<file path="src/rtl/gpio_ctrl_pkg.sv">
// Shared definitions for the GPIO controller: port width, register offsets and
// the register-select enum decoded from bus_addr[4:2].
package gpio_ctrl_pkg;

  localparam int unsigned GPIO_W = 8;

  localparam logic [2:0] GPIO_OUT       = 3'd0;
  localparam logic [2:0] GPIO_IN        = 3'd1;
  localparam logic [2:0] GPIO_IRQ_EN    = 3'd2;
  localparam logic [2:0] GPIO_EDGE_RISE = 3'd3;
  localparam logic [2:0] GPIO_EDGE_BOTH = 3'd4;
  localparam logic [2:0] GPIO_IRQ_PEND  = 3'd5;
  localparam logic [2:0] GPIO_OUT_SET   = 3'd6;
  localparam logic [2:0] GPIO_OUT_CLR   = 3'd7;

  typedef enum logic [2:0] {
    SelOut      = GPIO_OUT,
    SelIn       = GPIO_IN,
    SelIrqEn    = GPIO_IRQ_EN,
    SelEdgeRise = GPIO_EDGE_RISE,
    SelEdgeBoth = GPIO_EDGE_BOTH,
    SelIrqPend  = GPIO_IRQ_PEND,
    SelOutSet   = GPIO_OUT_SET,
    SelOutClr   = GPIO_OUT_CLR
  } gpio_reg_sel_t;

endpackage

</file>
<file path="src/rtl/gpio_debounce.sv">
// Per-pin two-flop synchroniser, stability counter and edge detector.
// o_rise/o_fall pulse in the cycle whose closing edge updates o_stable.
module gpio_debounce #(
  parameter int unsigned DB_CYCLES = 4
) (
  input  logic i_clk,
  input  logic i_rst_n,
  input  logic i_pin,
  output logic o_stable,
  output logic o_rise,
  output logic o_fall
);

  localparam int unsigned CntW = $clog2(DB_CYCLES + 1);
  localparam logic [CntW-1:0] CntMax = CntW'(DB_CYCLES - 1);

  logic            r_sync1;
  logic            r_sync2;
  logic            r_stable;
  logic [CntW-1:0] r_cnt;
  logic            w_update;

  assign w_update = (r_sync2 != r_stable) && (r_cnt == CntMax);

  always_ff @(posedge i_clk or negedge i_rst_n) begin
    if (!i_rst_n) begin
      r_sync1  <= 1'b0;
      r_sync2  <= 1'b0;
      r_stable <= 1'b0;
      r_cnt    <= '0;
    end else begin
      r_sync1 <= i_pin;
      r_sync2 <= r_sync1;
      if (r_sync2 == r_stable) begin
        r_cnt <= '0;
      end else if (r_cnt == CntMax) begin
        r_stable <= r_sync2;
        r_cnt    <= '0;
      end else begin
        r_cnt <= r_cnt + 1'b1;
      end
    end
  end

  assign o_stable = r_stable;
  assign o_rise   = w_update & r_sync2;
  assign o_fall   = w_update & ~r_sync2;

endmodule

</file>
<file path="src/rtl/gpio_ctrl.sv">
// Memory-mapped GPIO controller: output register with atomic set/clear, debounced
// inputs, per-pin edge capture into W1C pending bits and a level interrupt.
module gpio_ctrl
  import gpio_ctrl_pkg::*;
#(
  parameter int unsigned DB_CYCLES = 4,
  parameter int unsigned ADDR_W    = 5
) (
  input  logic              i_clk,
  input  logic              i_rst_n,
  input  logic [GPIO_W-1:0] i_gpio_port_in,
  input  logic [ADDR_W-1:0] i_bus_addr,
  input  logic              i_bus_wren,
  input  logic              i_bus_rden,
  input  logic [31:0]       i_bus_wrdata,
  output logic [31:0]       o_bus_rddata,
  output logic [GPIO_W-1:0] o_gpio_port_out,
  output logic              o_irq
);

  logic [GPIO_W-1:0] r_out, r_irq_en, r_edge_rise, r_edge_both, r_irq_pend;
  logic [31:0]       r_rddata;

  logic [GPIO_W-1:0] w_in, w_rise, w_fall, w_hit, w_wd, w_w1c;
  logic [GPIO_W-1:0] w_out_nxt, w_irq_en_nxt, w_edge_rise_nxt, w_edge_both_nxt, w_pend_nxt;
  logic [31:0]       w_rd_val;
  gpio_reg_sel_t     w_sel;
  logic              w_unused;

  assign w_sel    = gpio_reg_sel_t'(i_bus_addr[4:2]);
  assign w_wd     = i_bus_wrdata[GPIO_W-1:0];
  assign w_unused = ^{i_bus_addr[1:0], i_bus_wrdata[31:GPIO_W]};

  for (genvar g = 0; g < GPIO_W; g++) begin : g_pin
    gpio_debounce #(
      .DB_CYCLES(DB_CYCLES)
    ) u_debounce (
      .i_clk   (i_clk),
      .i_rst_n (i_rst_n),
      .i_pin   (i_gpio_port_in[g]),
      .o_stable(w_in[g]),
      .o_rise  (w_rise[g]),
      .o_fall  (w_fall[g])
    );
  end

  // EDGE_BOTH overrides the rise/fall selection.
  assign w_hit = (r_edge_both & (w_rise | w_fall)) |
                 (r_edge_rise & w_rise) | (~r_edge_rise & w_fall);

  always_comb begin
    w_out_nxt       = r_out;
    w_irq_en_nxt    = r_irq_en;
    w_edge_rise_nxt = r_edge_rise;
    w_edge_both_nxt = r_edge_both;
    w_w1c           = '0;
    if (i_bus_wren) begin
      unique case (w_sel)
        SelOut:      w_out_nxt       = w_wd;
        SelIrqEn:    w_irq_en_nxt    = w_wd;
        SelEdgeRise: w_edge_rise_nxt = w_wd;
        SelEdgeBoth: w_edge_both_nxt = w_wd;
        SelIrqPend:  w_w1c           = w_wd;
        SelOutSet:   w_out_nxt       = r_out | w_wd;
        SelOutClr:   w_out_nxt       = r_out & ~w_wd;
        default:     ;
      endcase
    end
    // A new edge in the same cycle as a clear keeps the bit set.
    w_pend_nxt = (r_irq_pend & ~w_w1c) | w_hit;
  end

  always_comb begin
    w_rd_val = '0;
    unique case (w_sel)
      SelOut:      w_rd_val[GPIO_W-1:0] = r_out;
      SelIn:       w_rd_val[GPIO_W-1:0] = w_in;
      SelIrqEn:    w_rd_val[GPIO_W-1:0] = r_irq_en;
      SelEdgeRise: w_rd_val[GPIO_W-1:0] = r_edge_rise;
      SelEdgeBoth: w_rd_val[GPIO_W-1:0] = r_edge_both;
      SelIrqPend:  w_rd_val[GPIO_W-1:0] = r_irq_pend;
      default:     w_rd_val = '0;
    endcase
  end

  always_ff @(posedge i_clk or negedge i_rst_n) begin
    if (!i_rst_n) begin
      r_out       <= '0;
      r_irq_en    <= '0;
      r_edge_rise <= '0;
      r_edge_both <= '0;
      r_irq_pend  <= '0;
      r_rddata    <= '0;
    end else begin
      r_out       <= w_out_nxt;
      r_irq_en    <= w_irq_en_nxt;
      r_edge_rise <= w_edge_rise_nxt;
      r_edge_both <= w_edge_both_nxt;
      r_irq_pend  <= w_pend_nxt;
      if (i_bus_rden) r_rddata <= w_rd_val;
    end
  end

  assign o_bus_rddata    = r_rddata;
  assign o_gpio_port_out = r_out;
  assign o_irq           = |(r_irq_pend & r_irq_en);

endmodule

</file>
<file path="config.mk">
export PLATFORM = sky130hd
export DESIGN_NAME = gpio_ctrl
export DESIGN_NICKNAME = d
export VERILOG_FILES = /design/src/rtl/gpio_ctrl_pkg.sv /design/src/rtl/gpio_debounce.sv /design/src/rtl/gpio_ctrl.sv
export SDC_FILE = /design/constraint.sdc
export NUM_CORES = 1
export LEC_CHECK = 0
export ABC_CLOCK_PERIOD_IN_PS = 1300
export CORE_MARGIN = 4
export CORE_UTILIZATION = 52
export CTS_CLUSTER_DIAMETER = 150
export DETAILED_ROUTE_END_ITERATION = 12
export GPL_ROUTABILITY_DRIVEN = 0
export PLACE_DENSITY = 0.92
export SYNTH_ARGS = -nofsm -noshare
export SYNTH_HDL_FRONTEND = slang
export SYNTH_SLANG_ARGS = --single-unit
</file>
<file path="constraint.sdc">
create_clock -name i_clk -period 1.3 [get_ports i_clk]
set_input_delay 0.26 -clock i_clk [delete_from_list [all_inputs] [get_ports i_clk]]
set_output_delay 0.26 -clock i_clk [all_outputs]
set_load 0.02 [all_outputs]
</file>
==> metrics.txt <==
Final Slew Violations 0; CP max FO 2; DRC 0; RSZ-0062 raised after global routing yes; DIE WIDTH about 100 um; layout cell share with drive strength beyond 1 0.2629; Max Cap Viol 0; DRT Pass-1 Iters 5; met2 Use GR 0.3712; Synth Register Bits 96; clock buffer depth 2; post-synth cell types 42; commonest non-fill, non-tap cell in the layout dfrtp_1; synthesized area ~4600 um2; port bufs 39; I/O pin count 90; Most Crowded Layer GR met2; number of antenna violations at the first check in global routing 0; Largest delay share family, worst path flip-flops; number of buffers and inverters on the critical path 1; commonest cells after routing, fill and taps aside 96 x dfrtp_1, 63 x buf_4, 29 x nand2_1; routed wire length around 11,000 um; Worst path slowest cell dfrtp_1; worst-skew pair later-pin latency approximately 370 ps; remaining global-route overflow 0; die area 10,340 um2; M3 GR Usage 0.05854; clk sink count 96; pre-CTS setup slack -630.8 ps; hpwl dp about 8000 um; Worst-path clk slew roughly 90 ps; number of diodes 0; Die Ht just over 100 um; Starting Density 0.5446; GRT Total Usage 0.2296; first-pass GRT wire length 18,140 um; met1 Resource Use GR 0.2775; Setup Crit Path Kind flip-flop to output pin; Final nets between 500 and 600; design area approximately 5600 um2; status complete, but fails checks; post-synthesis sequential area ratio 0.5263; total number of H-tree levels 3; Tmin final 1632 ps; Max Fclk between 600 and 700 MHz; Cells after Synth 397; clock skew between 15 and 20 ps; drt initial violations about 300; post-route ant nets 0; CP max stage delay around 440 ps; number of global-route vias before repair 3,684; failing checks setup timing; PnR worst setup slack -332.3 ps; P&R area growth vs syn 23.25%; Rows 33; final setup fails 2; HP Class input pin to asynchronous set/reset pin; DR vias between 3,000 and 4,000; Final Hold Viols 0; synth warn 0; final worst-path cycle share 1.256; Root Driver clkbuf_8; DP Area ~5400 um2; Mapped Avg Cell Area about 11 um2; CP arrival between 1000 and 1500 ps; Via density ~5.9; Pleak about 2.6 nW; Tot Pwr ~9.4 mW; pin count of the biggest net entering global routing a little over 50; fillcell total 583; CTS buffer count 9; Req. time, crit path between 1000 and 1500 ps; CP Capture Type output pin; CORE AREA 8382 um2; Max IR drop VDD between 0.8 and 0.9 mV; CP startpoint kind flip-flop; P per Cell Area approximately 1700 nW/um2; TritonCTS clock tree built; CP Cell Sequence a22oi_2, nand4_1, buf_4; wire length per cell 18.60 um
## area by class of cell
cell class / count / area (um2) / share of cell area
clock inverters: 6 / 113.9 / 0.02024
well taps: 105 / 131.4 / 0.02335
flip-flops and latches: 96 / 2402 / 0.4270
clock buffers: 10 / 137.6 / 0.02447
multi-input cells: 281 / 1982 / 0.3523
inverters: 3 / 11.26 / 0.002002
repair buffers: 106 / 847.1 / 0.1506
## routing by layer
layer	wire, um	up-vias
met4	581	0
met5	0	-
met3	940	57
li1	-	1561
met2	5412	197
met1	4358	1769
## power breakdown
part           switching, mW  leakage [nW]  internal, mW
registers              0.633          1.19          3.68
clock network           1.07         0.119          1.34
logic                   1.28          1.34          1.43
## flip-flops by register name (all words and copies together) (netlist names)
| signal | cells |
|---|---|
| g_pin.u_debounce.o_stable | 8 |
| g_pin.u_debounce.r_cnt | 24 |
| g_pin.u_debounce.r_sync1 | 8 |
| g_pin.u_debounce.r_sync2 | 8 |
| o_bus_rddata | 8 |
| o_gpio_port_out | 8 |
| r_edge_both | 8 |
| r_edge_rise | 8 |
| r_irq_en | 8 |
| r_irq_pend | 8 |
## stage by stage
step,cells,utilization,hold WS (ps),setup TNS (ps)
finish,607,0.6711,218.3,-416.5
global route,607,0.6711,236.3,-510.6
CTS,606,0.6725,210.8,-313.4
detailed placement,587,0.6440,66.79,-26030
global placement,587,0.6440,65.37,-23170
floorplan,420,-,-35.59,0
## cells in the mapped netlist, drive strengths merged
master  instances  area, um2
inv             3      11.26
a22o            6      52.55
o21ai          15      75.07
a21oi          13      65.06
a31oi          19      118.9
xnor2           8      70.07
nand2b          7      43.79
nand4           1      6.260
a32oi           3      26.28
nand2          29      108.9
clkbuf          2      7.510
ha              8      100.1
mux2i           5      50.05
conb            1      3.750
o22ai           1      6.260
nor3           20      110.1
nor4            8      50.05
nor3b          13      97.59
xor2            8      70.07
a22oi           7      52.55
nand3b          1      7.510
buf            38      275.3
and2            3      18.77
o211ai          4      30.03
nor2           22      106.4
mux2           40      480.5
nor2b          11      68.82
nand3           1      17.52
and3            1      6.260
and4b           1      10.01
dfrtp          96       2402
and2b           2      15.01
## cell families after synthesis
kind of cell,count (synthesis),share of synthesized area
and+or+nand+nor,120,0.1461
DFF,96,0.5263
AOI/OAI and AO/OA,68,0.09348
muxes,45,0.1162
buffers and inverters,43,0.06442
xor gates and xnor gates,16,0.03070
adders and majority gates,8,0.02193
other,1,0.0008216
## final timing paths
kind,startpoint,end,slack (ps),cells past startpoint
hold reg to reg,g_pin[1].u_debounce.r_sync1,g_pin[1].u_debounce.r_sync2,350,0
setup / recovery,r_irq_pend[1],o_irq,-330,3
max in group asynchronous,i_rst_n,r_edge_rise[7],630,3
hold / removal,i_rst_n,g_pin[1].u_debounce.r_sync1,220,2
min in group i_clk,i_gpio_port_in[6],g_pin[6].u_debounce.r_sync1,310,1
setup reg to reg,r_irq_pend[1],o_bus_rddata[1],-80,6
## worst register-to-register path: stages, from the launching register on
cell and delay [ps]:
dfrtp_1 440, buf_4 160, buf_4 120, buf_4 120, a22o_1 210, a22oi_2 130, a31oi_1 100
## timing repair
| action | CTS | global route |
|---|---|---|
| gates cloned | 0 | 0 |
| hold endpoints to repair | 96 | 0 |
| buffers inserted | 2 | 1 |
| endpoints found under the setup margin | 65 | 17 |
| resized for setup | 70 | 14 |
| pin swaps | 1 | 1 |
| hold buffers | 1 | 0 |
Note: power is estimated with default switching activity, not from simulation.
==> variant 1 (same flow settings) <==
Register the inputs `i_gpio_port_in`, `i_bus_addr`, `i_bus_wren`, `i_bus_rden` and `i_bus_wrdata` before use. The logic sees them one clock later.
--- a/src/rtl/gpio_ctrl.sv
+++ b/src/rtl/gpio_ctrl.sv
@@ -20,2 +20,16 @@
 
+  logic [GPIO_W-1:0] i_gpio_port_q;
+  logic [ADDR_W-1:0] i_bus_addr_q;
+  logic i_bus_wren_q;
+  logic i_bus_rden_q;
+  logic [31:0] i_bus_wrdata_q;
+
+  always_ff @(posedge i_clk) begin
+    i_gpio_port_q  <= i_gpio_port_in;
+    i_bus_addr_q   <= i_bus_addr;
+    i_bus_wren_q   <= i_bus_wren;
+    i_bus_rden_q   <= i_bus_rden;
+    i_bus_wrdata_q <= i_bus_wrdata;
+  end
+
   logic [GPIO_W-1:0] r_out, r_irq_en, r_edge_rise, r_edge_both, r_irq_pend;
@@ -29,5 +43,5 @@
 
-  assign w_sel    = gpio_reg_sel_t'(i_bus_addr[4:2]);
-  assign w_wd     = i_bus_wrdata[GPIO_W-1:0];
-  assign w_unused = ^{i_bus_addr[1:0], i_bus_wrdata[31:GPIO_W]};
+  assign w_sel    = gpio_reg_sel_t'(i_bus_addr_q[4:2]);
+  assign w_wd     = i_bus_wrdata_q[GPIO_W-1:0];
+  assign w_unused = ^{i_bus_addr_q[1:0], i_bus_wrdata_q[31:GPIO_W]};
 
@@ -39,3 +53,3 @@
       .i_rst_n (i_rst_n),
-      .i_pin   (i_gpio_port_in[g]),
+      .i_pin   (i_gpio_port_q[g]),
       .o_stable(w_in[g]),
@@ -56,3 +70,3 @@
     w_w1c           = '0;
-    if (i_bus_wren) begin
+    if (i_bus_wren_q) begin
       unique case (w_sel)
@@ -99,3 +113,3 @@
       r_irq_pend  <= w_pend_nxt;
-      if (i_bus_rden) r_rddata <= w_rd_val;
+      if (i_bus_rden_q) r_rddata <= w_rd_val;
     end
Formal check against the unedited RTL: not equivalent (Yosys sat finds a counterexample within 4 cycles, from zero or initial values and one cycle with i_rst_n low).
==> variant 1 against the original RTL <==
  * The run still ends with negative setup slack left
  * Fmax down 12%
  * Count of clock-buffer cells in the layout up 8
  * Worst setup slack worse by 220 ps
  * Final area up 28%
  * Sequential power up 18%
  * Routed wire length up 39%
  * Total power up 38%
  * Non-clock buffer count up 36
  * Synthesized area up 8.7%
  * Critical path depth unchanged
  * Sequential cell count up 21
==> variant 1: results (changes against the original RTL) <==
Drt
  – Detailed-route via count: 4150 (+16%)
  – Met2 Routed Length: 7.49 mm (+38%)
  – Routed length per instance: 22.5 um (+21%)
  – Drt initial violations: 277 (-5.8%)

Cells and area
  – Nets@finish: 613 (+11%)
  – Layout cells sized above 1: 0.460 (+0.198)
  – Filler cell count: 500 (-14%)

Global route
  – First-pass GRT wire length: 22.3 mm (+23%)
  – Vias in the first global route: 4305 (+17%)
  – Largest net degree at the start of global routing: 36 (-29%)
  – Met1 GRT Util: 0.301 (+0.0240)
  – Gr usage total: 0.259 (+0.0297)
  – GR Util met3: 0.0943 (+0.0358)

Timing
  – Setup WS post-layout: -556 ps (-224 ps)
  – Final setup TNS: -5150 ps (-4730 ps)
  – # setup viols final: 64 (+62)
  – Setup Skew: 6.67 ps (-9.47 ps)

Synth
  – Post-synthesis sequential area ratio: 0.569 (+0.0428)
  – Compound-Gate Fraction of Synth Area: 0.0845 (-0.00897)
  – Netlist cell types: 46 (+9.5%)
  – Post-synthesis adder-cell area fraction: 0.0202 (-0.00175)
  – Dominant cells by area after synthesis: dfrtp_1, dfxtp_1, mux2_2
  – Mux cell area share after synthesis: 0.108 (-0.00775)

Power
  – Leak pwr: 3.26 nW (+24%)
  – Clock Power: 4.56 mW (+89%)
  – PwrDens: 1810 nW/um^2 (+8.0%)
  – Cell internal pwr: 8.93 mW (+38%)
  – Comb pwr share: 0.261 (-0.026)

Run status
  – Failing checks: negative setup slack
  – Status: complete, but fails checks

Clock network
  – Worst skew pair latency: 530 ps (+160 ps)
  – Htree depth: 4 (+1)
  – Clk pin slew, worst setup/hold paths: 60 ps (-30 ps)
  – Clock buffer count from CTS: 17 (+8)

Worst setup path
  – Crit path launch: r_irq_en[7]$_DFFE_PN0P_
  – R2r startpoint: i_bus_addr_q[4]$_DFF_P_
  – Flop-to-flop setup slack: -250 ps (-170 ps)
  – Critical Path Max Stage Delay: 400 ps (-40 ps)
  – FF-to-FF path depth: 7 (+1)

Placement
  – Post-DP HPWL: 8.40 mm (+4.9%)
variant 1: cell types whose count changed in the layout (fill, tap and decap cells not counted), moves of 9 or more:
cell and change:
buf_6 +40, a21oi_2 +9, buf_2 -15, mux2_4 +10
nand2_1 -16, dfxtp_1 +17, clkbuf_16 +16, nand2_2 +10
mux2_1 -22, a31oi_1 -9
variant 1: area by class of cell:
cell class              count  share of cell area
flip-flops and latches    117               0.393
well taps                 129              0.0224
clock inverters            14              0.0212
multi-input cells         274               0.317
repair buffers            142               0.185
inverters                   4             0.00208
clock buffers              18              0.0593
variant 1: per-stage QoR:
stage	std cells	hold WS, ps	utilization
2_1_floorplan	435	-35.6	-
3_3_place_gp	636	163	0.633
3_5_place_dp	636	168	0.633
4_1_cts	683	143	0.734
5_1_grt	698	144	0.777
6_report	698	150	0.777
variant 1: how the worst min path moves through the flow:
| stage | start | to | slack, ps | cells past startpoint |
|---|---|---|---|---|
| finish | i_rst_n | g_pin[3].u_debounce.r_sync1$_DFF_PN0_ | 150 | 2 |
| CTS | i_rst_n | g_pin[3].u_debounce.r_sync1$_DFF_PN0_ | 140 | 2 |
| global placement | i_rst_n | g_pin[3].u_debounce.r_sync1$_DFF_PN0_ | 160 | 1 |
| detailed placement | i_rst_n | g_pin[3].u_debounce.r_sync1$_DFF_PN0_ | 170 | 1 |
| global route | i_bus_addr[2] | i_bus_addr_q[2]$_DFF_P_ | 140 | 1 |
| floorplan | i_rst_n | g_pin[0].u_debounce.o_stable$_DFFE_PN0N_ | -40 | 0 |
variant 1: repair_timing:
item,4_1_cts,5_1_grt
endpoints found under the setup margin,57,67
hold endpoints to repair,96,0
resized for setup,158,72
setup buffers,16,17
pin swaps,22,30
hold buffers,1,0
==> variant 2 (same settings) <==
Made on the original files. `DB_CYCLES` is set to 4 in 2 places; all go to 2.
--- a/src/rtl/gpio_debounce.sv
+++ b/src/rtl/gpio_debounce.sv
@@ -3,3 +3,3 @@
 module gpio_debounce #(
-  parameter int unsigned DB_CYCLES = 4
+  parameter int unsigned DB_CYCLES = 2
 ) (
--- a/src/rtl/gpio_ctrl.sv
+++ b/src/rtl/gpio_ctrl.sv
@@ -5,3 +5,3 @@
 #(
-  parameter int unsigned DB_CYCLES = 4,
+  parameter int unsigned DB_CYCLES = 2,
   parameter int unsigned ADDR_W    = 5
Behaviour: not the same (a bounded check fails within 10 cycles, from zero or initial values and one cycle with i_rst_n low).
==> variant 2 against the original RTL <==
  * The flow still finishes with violations (negative setup slack)
  * Via count down 2.7%
  * Clock power down 29%
  * Routed wire length up 0.50%
  * Final area down 6.2%
  * Sequential share of layout area down 0.92 points
  * Worst setup slack better by 8.7 ps
  * Sequential cell count down 8
  * Worst hold slack better by 99 ps
  * Synthesized area down 9.0%
  * Synthesized cell count down 7.1%
  * Total power down 13%
  * Critical endpoint unchanged
  * Largest power group unchanged
  * Highest routed layer unchanged
==> variant 2: results (changes against the original RTL) <==
Global route
  – Gr usage total: 0.232 (+0.00256)
  – GR Util met3: 0.0589 (+0.000326)
  – First-pass GRT wire length: 17.3 mm (-4.5%)
  – Met1 GRT Util: 0.283 (+0.00540)
  – Initial antenna violation count: 0 (unchanged)
  – Largest net degree at the start of global routing: 30 (-41%)
  – GR Util met2: 0.373 (+0.00147)

Synth
  – Post-synthesis sequential area ratio: 0.530 (+0.00380)
  – Dominant cells by area after synthesis: dfrtp_1, mux2_1, mux2_2
  – Mux cell area share after synthesis: 0.131 (+0.0145)
  – Async S/R FF share, synth: 1.00 (unchanged)
  – Yosys warns: 0 (unchanged)
  – Post-Synth XOR/XNOR Area: 0.0253 (-0.00540)
  – Post-synthesis adder-cell area fraction: 0 (-0.0219)
  – Compound-Gate Fraction of Synth Area: 0.0961 (+0.00261)
  – Synth cell count leaders: dfrtp_1, nor2_1, nand2_1, buf_4, mux2_1
  – Netlist cell types: 42 (unchanged)

Power
  – Net Sw Frac: 0.345 (+0.0291)
  – Flop pwr share: 0.480 (+0.022)
  – Leak pwr: 2.43 nW (-8.1%)
  – Worst IR Drop VDD: 0.565 mV (-32%)

Run status
  – Failing checks: negative setup slack
  – Status: complete, but fails checks

Cells and area
  – Nets@finish: 525 (-5.2%)
  – Top reg by flops: g_pin.u_debounce.r_cnt
  – Max reg flops: 16 (-33%)
  – Layout cells sized above 1: 0.317 (+0.0537)
  – Antenna cells: 0 (unchanged)

Worst hold path
  – WHS Path Cells: 1
  – HP Class: input pin to flop
  – Worst Hold Endpoint: g_pin[1].u_debounce.r_sync1$_DFF_PN0_

Clock network
  – Htree depth: 3 (unchanged)
  – Cts hold-fix bufs: 1 (unchanged)
  – Post_cts resized: 73 (+4.3%)
  – Worst skew pair latency: 370 ps (about the same)
  – Post CTS Setup Buffer Count: 5 (+3)
  – Root buffer cell: clkbuf_8

Worst setup path
  – Crit path max fanout: 2 (unchanged)
  – Flop-to-flop setup slack: -270 ps (-190 ps)
  – Crit path launch: r_irq_en[0]$_DFFE_PN0P_
  – Worst Setup End Kind: output pin
  – R2r startpoint: r_irq_pend[0]$_DFF_PN0_
  – FF-to-FF path depth: 5 (-1)
  – CP endpoint: o_irq
  – Worst reg2reg path endpoint: o_bus_rddata[0]$_DFFE_PN0P_

Drt
  – Total iterations of the first detailed-routing run: 6 (+1)
  – Detailed Route WL: 11.3 mm (+0.50%)
  – Drt initial violations: 381 (+30%)
  – Detailed-route via count: 3487 (-2.7%)

Timing
  – Hold slack: 318 ps (+99.5 ps)
  – Setup Skew: 9.81 ps (-6.34 ps)
  – Setup WS post-layout: -324 ps (+8.69 ps)
  – # setup viols final: 3 (+1)
  – Final min period: 1620 ps (-8.69 ps)

Placement
  – IO Port Bufs: 39 (unchanged)
  – Post-DP HPWL: 7.15 mm (-11%)
variant 2: cell count changes after synthesis, sizes merged, moves of 8 or more:
| cell | unedited run | this run |
|---|---|---|
| ha | 8 | 0 |
| dfrtp | 96 | 88 |
| nor3 | 20 | 11 |
| o21ai | 15 | 7 |
| nor2 | 22 | 32 |
| nor3b | 13 | 0 |
variant 2: stage by stage:
step                instance area [sq um]  std cells  setup TNS [ps]  power [mW]  worst slack (ps)
finish                               5280        582            -649        8.16              -324
global route                         5280        582            -822        8.54              -331
CTS                                  5280        581            -445        8.01              -290
detailed placement                   5020        559          -24730        6.19              -593
global placement                     5020        559          -23380        6.03              -543
floorplan                            4240        392               0        5.22              8.01
variant 2: kinds of logic (layout without fill, tap and decap cells):
family | count (synthesis) | in the layout
buffers and inverters | 46 | 134
other | 1 | 24
flip-flops | 88 | 88
XOR/XNOR | 12 | 12
AND/OR/NAND/NOR | 113 | 113
multiplexers | 47 | 47
AO/OA/AOI/OAI | 62 | 62
variant 2: power groups by stage:
stage	combinational, mW	clock, mW	sequential, mW
final	2.53	1.71	3.92
after global placement	2.18	0	3.85
after CTS	2.41	1.74	3.86
after detailed placement	2.31	0	3.89
after floorplan	1.37	0	3.85
after global routing	2.71	1.85	3.98
variant 2: worst max-delay path: stages (launching register included):
cell and delay [ps]:
dfrtp_1 420, a22oi_2 240, nand4_1 150, buf_4 180
variant 2: per-layer routing:
metal	vias to the layer above	part of all wire
li1	1463	-
met1	1727	0.37
met2	224	0.49
met3	73	0.081
met4	0	0.058
met5	-	0
variant 2: layout make-up:
cell class	instances	area, sq um
fillers	506	2490
flip-flops and latches	88	2200
multi-input cells	258	1800
repair buffers	112	946
well taps	102	128
clock buffers	9	124
clock inverters	6	45.0
inverters	7	26.3
